[src/rtl/move_candidate_loader.sv]
// Collects move-evaluator candidates into flat score/position slot banks and hands a complete
// frame to the max-tree arbiter. Define LOADER_ZERO_SKIP_EN to drop zero-score candidates.
module move_candidate_loader #(
    parameter int unsigned SLOTS = 64
) (
    input  logic                 clk,
    input  logic                 rst_n,
    input  logic                 cand_valid,
    input  logic [5:0]           cand_score,
    input  logic [5:0]           cand_pos,
    input  logic                 cand_last,
    output logic                 cand_ready,
    input  logic                 frame_ack,
    output logic                 frame_valid,
    output logic [6*SLOTS-1:0]   slot_score,
    output logic [6*SLOTS-1:0]   slot_pos,
    output logic [6:0]           slot_count
);

    localparam logic [6:0] SlotsFull = 7'(SLOTS);

    typedef enum logic {StFill, StHold} state_e;

    state_e     state_q, state_d;
    logic [6:0] count_q, count_d;
    logic [5:0] score_q [SLOTS];
    logic [5:0] score_d [SLOTS];
    logic [5:0] pos_q   [SLOTS];
    logic [5:0] pos_d   [SLOTS];
    logic       accept;
    logic       store;

    assign cand_ready  = (state_q == StFill);
    assign frame_valid = (state_q == StHold);
    assign accept      = cand_valid && cand_ready;

`ifdef LOADER_ZERO_SKIP_EN
    // Zero-score candidates complete the handshake but never occupy a slot.
    assign store = accept && (cand_score != 6'd0);
`else
    assign store = accept;
`endif

    always_comb begin
        state_d = state_q;
        count_d = count_q;
        score_d = score_q;
        pos_d   = pos_q;
        unique case (state_q)
            StFill: begin
                if (store) begin
                    for (int i = 0; i < SLOTS; i++) begin
                        if (count_q == 7'(i)) begin
                            score_d[i] = cand_score;
                            pos_d[i]   = cand_pos;
                        end
                    end
                    count_d = count_q + 7'd1;
                end
                if (accept && (cand_last || count_d == SlotsFull)) begin
                    state_d = StHold;
                end
            end
            StHold: begin
                if (frame_ack) begin
                    state_d = StFill;
                    count_d = '0;
                    for (int i = 0; i < SLOTS; i++) begin
                        score_d[i] = '0;
                        pos_d[i]   = '0;
                    end
                end
            end
            default: state_d = StFill;
        endcase
    end

    always_ff @(posedge clk or negedge rst_n) begin
        if (!rst_n) begin
            state_q <= StFill;
            count_q <= '0;
            for (int i = 0; i < SLOTS; i++) begin
                score_q[i] <= '0;
                pos_q[i]   <= '0;
            end
        end else begin
            state_q <= state_d;
            count_q <= count_d;
            score_q <= score_d;
            pos_q   <= pos_d;
        end
    end

    assign slot_count = count_q;

    for (genvar g = 0; g < SLOTS; g++) begin : g_flat
        assign slot_score[6*g +: 6] = score_q[g];
        assign slot_pos[6*g +: 6]   = pos_q[g];
    end

endmodule

[config.mk]
export PLATFORM = sky130hd
export DESIGN_NAME = move_candidate_loader
export DESIGN_NICKNAME = d
export VERILOG_FILES = /design/src/rtl/move_candidate_loader.sv
export SDC_FILE = /design/constraint.sdc
export NUM_CORES = 1
export LEC_CHECK = 0
export ABC_AREA = 1
export CORE_MARGIN = 2
export CORE_UTILIZATION = 30
export DETAILED_ROUTE_END_ITERATION = 16
export PLACE_DENSITY = 0.56
export SYNTH_ARGS = -nofsm -noshare
export SYNTH_HDL_FRONTEND = slang
export SYNTH_SLANG_ARGS = --single-unit
[constraint.sdc]
create_clock -name clk -period 5.1 [get_ports clk]
set_input_delay 0.765 -clock clk [delete_from_list [all_inputs] [get_ports clk]]
set_output_delay 0.765 -clock clk [all_outputs]
set_load 0.01 [all_outputs]
**Word level (Yosys, flattened, before mapping)**

Index checks and enable logic that the tools add are counted.
Widths: inputs -> output; s select.

- Bits in registers: 776
- Bits of input ports: 17
- Output and inout bits: 777
- Word-level logic and storage cells: 470

- Add/subtract/negate cells: 1
- Equality and inequality tests: 130
- Multiplexer cells: 140
- Bitwise gates (word level): 1
- Reduce and logical (&&, ||, !) cells: 68

Operator list:

| cell | number |
|---|---|
| $pmux 384 s2 | 2 |
| $mux 384 | 3 |
| $mux 6 | 128 |
| $eq 7x6->1 const B | 32 |
| $reduce_and 3->1 | 64 |
| $ne 2x1->1 const B | 65 |
| $eq 7x5->1 const B | 16 |
| $eq 7x4->1 const B | 8 |
| $eq 7x3->1 const B | 4 |
| $mux 7 | 3 |
| $eq 7x2->1 const B | 2 |
| $pmux 7 s2 | 1 |
| $add 7x1->7 const B | 1 |
| $eq 7x1->1 const B | 1 |
| $eq 7x7->1 const B | 1 |
| $logic_not 7->1 | 1 |
| $logic_and 1x1->1 | 2 |
| $mux 1 | 2 |
| $ne 2x2->1 const B | 1 |
| $pmux 1 s2 | 1 |
| $logic_or 1x1->1 | 1 |
| $not 1->1 | 1 |

**Logic depth before layout (Yosys ltp)**

Gate-level depths: netlist (run 1).

- Depth in word-level cells: 9
- Depth in mapped cells: 12
- Gate-level depth less buffers: 11

**Least setup slack after synthesis (run 1)**

Ideal clock, no wire load.

- Path kind: input-to-reg
- From: in cand_valid
- To: reg score_q, in the netlist slot_score[15]
- Library setup time: 0.138 ns
- Data arrival time: 1.707 ns
- Data required time: 4.962 ns
- Slack: 3.254 ns
- Cell stages on the path: 7
- Path buffers: 2
- Path through: nand2_4 -> nor4_4 -> buf_2 -> nand2_1 -> nand2_2 -> buf_2 -> a21oi_1

- Longest elaborated chain between the ends: 3

Ends and longest elaborated chain:

| what | line | source |
|---|---|---|
| start, declared | 8 | `input logic cand_valid,` |
| $logic_and 1x1->1 | 35 | `assign accept = cand_valid && cand_ready;` |
| $ne 2x1->1 (no line) | - |  |
| $reduce_and 3->1 (no line) | - |  |
| end signal, assigned | 89 | `score_q <= score_d;` |
| end, declared | 26 | `logic [5:0] score_q [SLOTS];` |

Every way passes these cells.
A chain may end at the register's enable or synchronous reset.

**Worst setup path in the final report (run 1)**

- From: reg state_q, in the netlist frame_valid
- To: out cand_ready

- Longest elaborated chain between the ends: 1

Ends and longest elaborated chain:

| what | line | source |
|---|---|---|
| start, declared | 24 | `state_e state_q, state_d;` |
| start signal, assigned | 80 | `state_q <= StFill;` |
| start signal, assigned | 87 | `state_q <= state_d;` |
| $not 1->1 | - |  |
| end, declared | 12 | `output logic cand_ready,` |

Every way passes these cells.

==> results.ini, run 1 <==
[run_status]
status = finished clean

[critical_path]
cp-end-kind = output port
slowest_stage = clkdlybuf4s50_1
worstRegToRegCells = 6
r2r_start = frame_valid
r2r_setup_slack_ns = 1.78
cp_max_fo = 24
r2r-end = slot_score[96]
cp.arrival_ns = 2.71
worstSetupStartpointType = flop
cpPeakStageDelay_ns = 0.78
critPathRequiredTime_ns = 4.34
crit_chain = clkinv_2 -> clkdlybuf4s50_1
worst-setup-path-type = flop to output port

[drt]
drt.antenna.violating_nets = 0
drc = 0
drtIter0Drc = 1476
viasPerCell = 4.63
routed_wl_um = 108000
via_count = 22300
post_drt_wl_per_cell_um = 22.5
drtPass1Iterations = 5

[final_layout]
area_growth_pct = 40.5
fin_cells = 4805
fill_cells = 9206
nNetsFinal = 3494
final_cell_mix = clkdlybuf4s50_1 (792), nor2_1 (780), dfrtp_1 (776)
design_area_um2 = 40200
drive_gt1_share_pct = 6.84
final_common_cell = clkdlybuf4s50_1

[sta]
min_period_ns = 3.48
final_max_slew_viol_count = 0
slew_headroom_pct = 25.9
timing.hold.ws_ns = 0.153
fin_setup_tns_ns = 0
skew_ns = 0.0210
fmax_mhz = 288
tightestPinTransition_ns = 1.11
rsz0062_at_grt = false
final.period_utilization_pct = 68.2
final-hold-violation-count = 0
setup_viol = 0

[yosys]
ys_seq_area_share_pct = 67.9
synthCells = 2775
synth.cell_area_um2 = 28600
synth_area_leaders = dfrtp_1 (68%), a21oi_1 (13%), nor2_1 (10%)
synth_cell_types = 26
yosysTopAreaCell = dfrtp_1
syn-num-nets = 2796
yosysWarningCount = 0
ys_ff_latch = 776
synth_top_cell_area_share_pct = 67.9
postSynthAreaPerCell_um2 = 10.3

[clock_network]
clkTransAtPathRegs_ns = 0.06
ctsHtreeMaxLevel = 3
ctsResizeCount = 0
cts_max_path_buffers = 3
cts_setup_buffers = 0
cts_tree = built
numCtsBuffers = 86
clk_latency_ns = 0.66
cts_root_buf = clkbuf_16
ctsHoldBuffers = 0
clock_sinks = 776

[placement]
dpl.cell_count = 4650
routabilityCongestion = 0.778
dpl_cell_area_um2 = 37400
dpl.hpwl_um = 72200
io_buffer_count = 793

[global_route]
antenna_found_initial = 3
first_global_vias = 21700
grt_pass1_wl_um = 157000
grt_overflow = 0
grtUsageTotal_pct = 21.7
grt_max_degree = 125

[die]
rows = 113
ios = 794
core_um2 = 94700
die-width_um = 313
chipHeight_um = 313
start_util_pct = 30.2
dieArea_um2 = 97800

[pwr]
vdd_drop_max_v = 0.000285
report.power.total_mw = 25.4
cellLeakagePower_nw = 16.8
power.density_nw_per_um2 = 632

[job]
max_cap_viol_count = 0

[min_path]
hold_path.class = input port to async pin

-- state kept, by name, indices dropped and copies added, names as in the netlist --
name and flops:
slot_score 384, frame_valid 1, slot_count 7, slot_pos 384
-- layer usage --
metal | vias to the layer above | GRT usage, % | wire (µm)
li1 | 10500 | - | -
met1 | 10900 | 28.1 | 45900
met2 | 719 | 34.9 | 50900
met3 | 165 | 6.20 | 7810
met4 | 2 | 7.29 | 3340
met5 | - | 0.0484 | 13
-- worst max-delay path: cells and delay by family (launching register included) --
family	cells	cell delay, ns
DFF	1	0.59
buffers and inverters	2	1.45
-- cells by family (layout without fill, tap and decap cells) --
family	after synthesis	in the layout	share of synthesized area [%]
compound gates	779	779	13.8
fa+ha+maj	4	4	0.175
other cells	0	1	0
flops	776	776	67.9
buf+inv	237	1001	4.52
simple gates	979	979	13.6
-- cell usage after synthesis --
cell and count:
nand4_1 1, or2_2 1, a21oi_2 15, inv_2 4, nor2_2 1, buf_6 22, ha_1 4, dfrtp_1 776
buf_2 87, nand2_4 1, nor2_4 1, o22ai_1 2, nor2_1 780, o21ai_1 1, a21oi_1 743, nor3_4 1
nand2_2 37, nor4_4 2, inv_1 14, nand2_1 119, nor3_1 3, o21ai_0 18, buf_4 34, clkbuf_1 75
clkinv_2 1, nand3_1 32
-- where the power goes --
part	total (mW)	switching [mW]	internal (mW)
combinational	9.61	4.72	4.88
clock	6.13	2.62	3.51
sequential	9.66	1.27	8.39
-- metrics by stage --
stage          worst slack, ns  util, %
2_1_floorplan             3.25        -
3_3_place_gp              1.43     39.5
3_5_place_dp              1.37     39.5
4_1_cts                   1.54     42.4
5_1_grt                   1.35     42.4
6_report                  1.62     42.4
-- worst max path at each step --
stage                startpoint               to  depth (start not counted)  slack, ns
floorplan            cand_valid   slot_score[15]                          7       3.25
global placement     cand_valid     slot_pos[99]                          6       1.43
detailed placement   cand_valid   slot_score[96]                          6       1.37
CTS                 frame_valid       cand_ready                          2       1.54
global route        frame_valid  slot_score[100]                          7       1.35
finish              frame_valid       cand_ready                          2       1.62
-- area by class of cell --
class / instances / area, µm² / area share [%]
Sequential cell: 776 / 19400 / 48.3
Clock inverter: 31 / 337 / 0.838
Multi-Input combinational cell: 1762 / 7990 / 19.9
Clock buffer: 123 / 2410 / 6.00
Inverter: 19 / 72.6 / 0.181
Timing Repair Buffer: 828 / 8370 / 20.8
Tap cell: 1265 / 1580 / 3.94
Antenna cell: 1 / 2.50 / 0.00623
Power figures use the tool's default switching activity.
==> run 2: changes to the inputs <==
Settings changed: PLACE_DENSITY 0.56 to 0.58.
Clock period 5.1 ns to 2.8 ns, I/O delays scaled along.
==> results.ini, run 2 (synthesis gave the netlist of run 1 again) <==
[sta]
slew_headroom_pct = 40.9  ; +15 points
setup_viol = 0  ; unchanged
rsz0062_at_grt = false
skew_ns = 0.0230  ; +0.00203 ns
final.period_utilization_pct = 90.1
final_max_slew_viol_count = 0  ; unchanged
fin_setup_tns_ns = 0  ; unchanged
tightestPinTransition_ns = 0.884  ; -0.225 ns
fmax_mhz = 396
min_period_ns = 2.52
final-hold-violation-count = 0  ; unchanged

[global_route]
grt_pass1_wl_um = 155000  ; -0.75%
grtUsageTotal_pct = 21.5  ; -0.21 points
grt_overflow = 0  ; unchanged
first_global_vias = 22200  ; +2.4%
grt_max_degree = 71  ; -43%
antenna_found_initial = 4  ; +1

[clock_network]
ctsHtreeMaxLevel = 3  ; unchanged
ctsResizeCount = 0  ; unchanged
clkTransAtPathRegs_ns = 0.06  ; about the same
cts_setup_buffers = 0  ; unchanged
cts_root_buf = clkbuf_16
clk_latency_ns = 0.66  ; about the same
ctsHoldBuffers = 1  ; +1
numCtsBuffers = 89  ; +3.5%
cts_max_path_buffers = 3  ; unchanged
cts_tree = built
clock_sinks = 776  ; unchanged

[drt]
wl_met2_um = 50300  ; -1.1%
viasPerCell = 4.65  ; +0.26%
drc = 0  ; unchanged
drt.antenna.violating_nets = 0  ; unchanged
via_count = 22700  ; +1.7%
highest_layer = met5
wl_met3_um = 8050  ; +3.0%
routed_wl_um = 107000  ; -0.98%
drtIter0Drc = 1559  ; +5.6%
drtPass1Iterations = 5  ; unchanged
post_drt_wl_per_cell_um = 21.9  ; -2.4%
drt-met1-wl_um = 44700  ; -2.6%

[final_layout]
nNetsFinal = 3566  ; +2.1%
area_growth_pct = 43.8
final_common_cell = clkdlybuf4s50_1
drive_gt1_share_pct = 8.67  ; +1.8 points
fin_cells = 4876  ; +1.5%
final_cell_mix = clkdlybuf4s50_1 (792), nor2_1 (780), dfrtp_1 (776)

[pwr]
power.density_nw_per_um2 = 1140  ; +80%
vdd_drop_max_v = 0.000588  ; +110%
report.power.total_mw = 46.7  ; +84%
cellLeakagePower_nw = 17.3  ; +3.1%

[placement]
io_buffer_count = 793  ; unchanged
dpl.cell_count = 4718  ; +1.5%
routabilityCongestion = 0.813  ; +4.5%
dpl.hpwl_um = 71700  ; -0.71%

[die]
start_util_pct = 30.2  ; unchanged
core_um2 = 94700  ; unchanged
dieArea_um2 = 97800  ; unchanged
rows = 113  ; unchanged
chipHeight_um = 313  ; unchanged
ios = 794  ; unchanged
die-width_um = 313  ; unchanged

[critical_path]
path_depth = 1  ; -1
worstRegToRegCells = 9  ; +3
slowest_stage = clkdlybuf4s50_1
cp_max_fo = 9  ; -63%
cp-end-kind = output port
cpPeakStageDelay_ns = 0.81  ; +0.03 ns
worst-setup-path-type = flop to output port
worst_path_dominant_cell_family = buffers and inverters
worstSetupStartpointType = flop
cp.arrival_ns = 2.10  ; -0.61 ns
critPathRequiredTime_ns = 2.38  ; -1.96 ns
crit_chain = clkdlybuf4s50_1
crit_buf_inv = 1  ; -1

[run_status]
status = finished clean

[job]
max_cap_viol_count = 0  ; unchanged

[min_path]
hold_path.class = input port to async pin

[run 2: cell count changes in the layout (fill, tap and decap cells not counted), sizes merged]
cell / previous run / this run
buf: 36 / 104
inv: 23 / 22
clkinv: 19 / 17
clkinvlp: 4 / 2
dlygate4sd3: 0 / 1
clkbuf: 123 / 130
[run 2: final timing paths]
check | from | end | slack [ns]
min | rst_n | slot_pos[130] | 0.36
max in group asynchronous | rst_n | slot_pos[78] | 1.49
min reg2reg | slot_pos[48] | slot_pos[48] | 0.48
max | slot_count[6] | slot_count[6] | 0.28
min in group clk | cand_last | frame_valid | 0.47
max reg2reg | slot_count[0] | slot_score[51] | 0.32
[run 2: where the power goes]
part / internal (mW) / total (mW) / leakage [nW] / switching [mW]
Clock: 6.69 / 11.4 / 1.39 / 4.69
Sequential: 15.3 / 17.6 / 8.79 / 2.28
Combinational: 9.11 / 17.8 / 7.11 / 8.66
Total: 31.1 / 46.7 / 17.3 / 15.6
[run 2: area by class of cell]
cell class	count	area [µm²]
Fill cell	9063	53600
Tap cell	1265	1580
Inverter	19	72.6
Multi-Input combinational cell	1762	7990
Antenna cell	1	2.50
Timing Repair Buffer	897	9230
Clock inverter	26	265
Sequential cell	776	19400
Clock buffer	130	2560
[run 2: layer usage]
metal	track usage, %	up-vias
li1	-	10600
met1	27.5	11100
met2	34.6	764
met3	6.20	173
met4	7.97	6
met5	0	-
[run 2: per-stage QoR]
stage / setup slack, ns / instance area [µm²] / util (%) / hold slack (ns)
floorplan: 1.06 / 28600 / - / 0.124
global placement: 0.261 / 38300 / 40.4 / 0.440
detailed placement: 0.225 / 38300 / 40.4 / 0.442
CTS: 0.207 / 41100 / 43.4 / 0.321
global route: 0.105 / 41100 / 43.4 / 0.353
finish: 0.276 / 41100 / 43.4 / 0.362
==> run 3: changes to the inputs <==
Settings changed: PLACE_DENSITY 0.58 to unset, SETUP_SLACK_MARGIN set to 0.5.
==> results.ini, run 3 (synthesis gave the netlist of run 1 again) <==
[die]
chipHeight_um = 313  ; unchanged
start_util_pct = 30.2  ; unchanged
core_um2 = 94700  ; unchanged
ios = 794  ; unchanged
dieArea_um2 = 97800  ; unchanged
die-width_um = 313  ; unchanged
rows = 113  ; unchanged

[clock_network]
numCtsBuffers = 86  ; -3.4%
cts_max_path_buffers = 3  ; unchanged
cts_root_buf = clkbuf_16
clk_latency_ns = 0.67  ; about the same
clkTransAtPathRegs_ns = 0.06  ; about the same
cts_tree = built
ctsHtreeMaxLevel = 3  ; unchanged
clock_sinks = 776  ; unchanged

[sta]
final.period_utilization_pct = 80.4  ; -9.8 points
layout_setup_ws_ns = 0.550  ; +0.274 ns
fin_setup_tns_ns = 0  ; unchanged
slew_headroom_pct = 59.2  ; +18 points
rsz0062_at_grt = true
min_period_ns = 2.25  ; -0.274 ns
setup_viol = 0  ; unchanged
skew_ns = 0.0163  ; -0.00673 ns
final-hold-violation-count = 0  ; unchanged
timing.hold.ws_ns = 0.351  ; -0.0118 ns
tightestPinTransition_ns = 0.612  ; -0.272 ns
final_max_slew_viol_count = 0  ; unchanged
fmax_mhz = 444  ; +12%

[drt]
drtIter0Drc = 1450  ; -7.0%
highest_layer = met5
wl_met3_um = 7520  ; -6.6%
post_drt_wl_per_cell_um = 21.9  ; about the same
drc = 0  ; unchanged
drt-met1-wl_um = 45400  ; +1.7%
drtPass1Iterations = 5  ; unchanged
drt.antenna.violating_nets = 0  ; unchanged
via_count = 22900  ; +0.98%
viasPerCell = 4.69  ; +0.85%
routed_wl_um = 107000  ; about the same
wl_met2_um = 51100  ; +1.6%

[global_route]
first_global_vias = 22400  ; +0.92%
grt_max_degree = 78  ; +9.9%
grt_overflow = 0  ; unchanged
grtUsageTotal_pct = 21.3  ; -0.15 points
antenna_found_initial = 2  ; -2
grt_pass1_wl_um = 155000  ; -0.15%

[critical_path]
worstSetupStartpointType = flop
slowest_stage = clkdlybuf4s50_1
critPathRequiredTime_ns = 2.38  ; about the same
worstRegToRegCells = 11  ; +2
crit_chain = clkinv_4 -> clkdlybuf4s50_1
r2r_setup_slack_ns = 0.65  ; +0.33 ns
r2r_start = slot_count[0]
r2r-end = slot_pos[51]
worst-setup-path-type = flop to output port
cp-end-kind = output port
cp_max_fo = 15  ; +6
cpPeakStageDelay_ns = 0.58  ; -0.23 ns
cp.arrival_ns = 1.83  ; -0.27 ns

[final_layout]
final_cell_mix = clkdlybuf4s50_1 (784), dfrtp_1 (775), nor2_1 (768)
drive_gt1_share_pct = 9.55  ; +0.88 points
final_common_cell = clkdlybuf4s50_1
area_growth_pct = 44.5
design_area_um2 = 41300  ; +0.48%
fin_cells = 4882  ; +0.12%
nNetsFinal = 3568  ; +0.056%
post-route-util_pct = 43.6  ; +0.21 points

[pwr]
power.internal_mw = 31.4  ; +1.0%
p_clk_share_pct = 25.2  ; +0.8 points
power.density_nw_per_um2 = 1140  ; +0.65%
netSwitchingFraction_pct = 33.5  ; +0.069 points
cellLeakagePower_nw = 17.4  ; +0.44%
combPwrFrac_pct = 37.5  ; -0.5 points
switchingPower_mw = 15.8  ; +1.3%
report.power.total_mw = 47.2  ; +1.1%
vdd_drop_max_v = 0.000554  ; -5.9%
seqPwrFrac_pct = 37.3  ; -0.3 points

[placement]
dpl.cell_count = 4719  ; +0.021%
dpl_cell_area_um2 = 38100  ; -0.46%
routabilityCongestion = 0.807  ; -0.71%
dpl.hpwl_um = 73100  ; +1.9%
io_buffer_count = 793  ; unchanged
place_ws_ns = 0.0738  ; -0.151 ns

[run_status]
status = finished clean

[job]
max_cap_viol_count = 0  ; unchanged

[min_path]
hold_path.class = input port to async pin

run 3: cell count changes in the layout (fill, tap and decap cells not counted), sizes merged, moves of 3 or more:
cell	before	now
buf	104	107
bufinv	4	8
clkbuf	130	120
clkdlybuf4s50	792	784
clkinvlp	2	8
dlygate4sd2	0	6
run 3: critical path: cells and delay by family, from the launching register on:
kind | cells | cell delay [ns]
flip-flops | 1 | 0.41
buffers and inverters | 2 | 0.76
run 3: power by group through the flow:
stage / combinational, mW / sequential, mW / clock (mW)
3_5_place_dp: 17.7 / 17.8 / 0
6_report: 17.7 / 17.6 / 11.9
2_1_floorplan: 4.61 / 19.5 / 0
5_1_grt: 19.0 / 18.1 / 12.6
4_1_cts: 17.8 / 17.6 / 12.2
3_3_place_gp: 17.6 / 17.7 / 0
run 3: area by class of cell:
| type | instances | area (µm²) |
|---|---|---|
| clock inverter | 35 | 467 |
| antenna | 3 | 7.51 |
| sequential | 776 | 19400 |
| tap | 1265 | 1580 |
| multi-input combinational | 1764 | 8160 |
| clock buffer | 120 | 2510 |
| inverter | 19 | 76.3 |
| timing repair buffer | 900 | 9100 |
| fill | 9078 | 53400 |
run 3: per-layer routing:
metal / GRT usage, % / vias up
li1: - / 10700
met1: 27.6 / 11300
met2: 34.8 / 751
met3: 5.80 / 154
met4: 6.75 / 4
met5: 0 / -
run 3: worst max path at each step:
stage	depth (start not counted)	end	slack (ns)	from
detailed placement	8	slot_score[99]	0.07	cand_valid
finish	2	cand_ready	0.55	frame_valid
global placement	8	slot_pos[97]	0.07	cand_valid
floorplan	8	slot_pos[100]	1.06	slot_count[0]
CTS	8	slot_score[256]	0.41	slot_count[0]
global route	8	slot_pos[202]	0.44	slot_count[3]
run 3: what timing repair did:
item	4_1_cts	5_1_grt
gates cloned	0	2
hold endpoints to repair	29	0
pin swaps	0	2
resized for setup	18	33
endpoints found under the setup margin	239	386
hold buffers	1	0
setup buffers	0	2
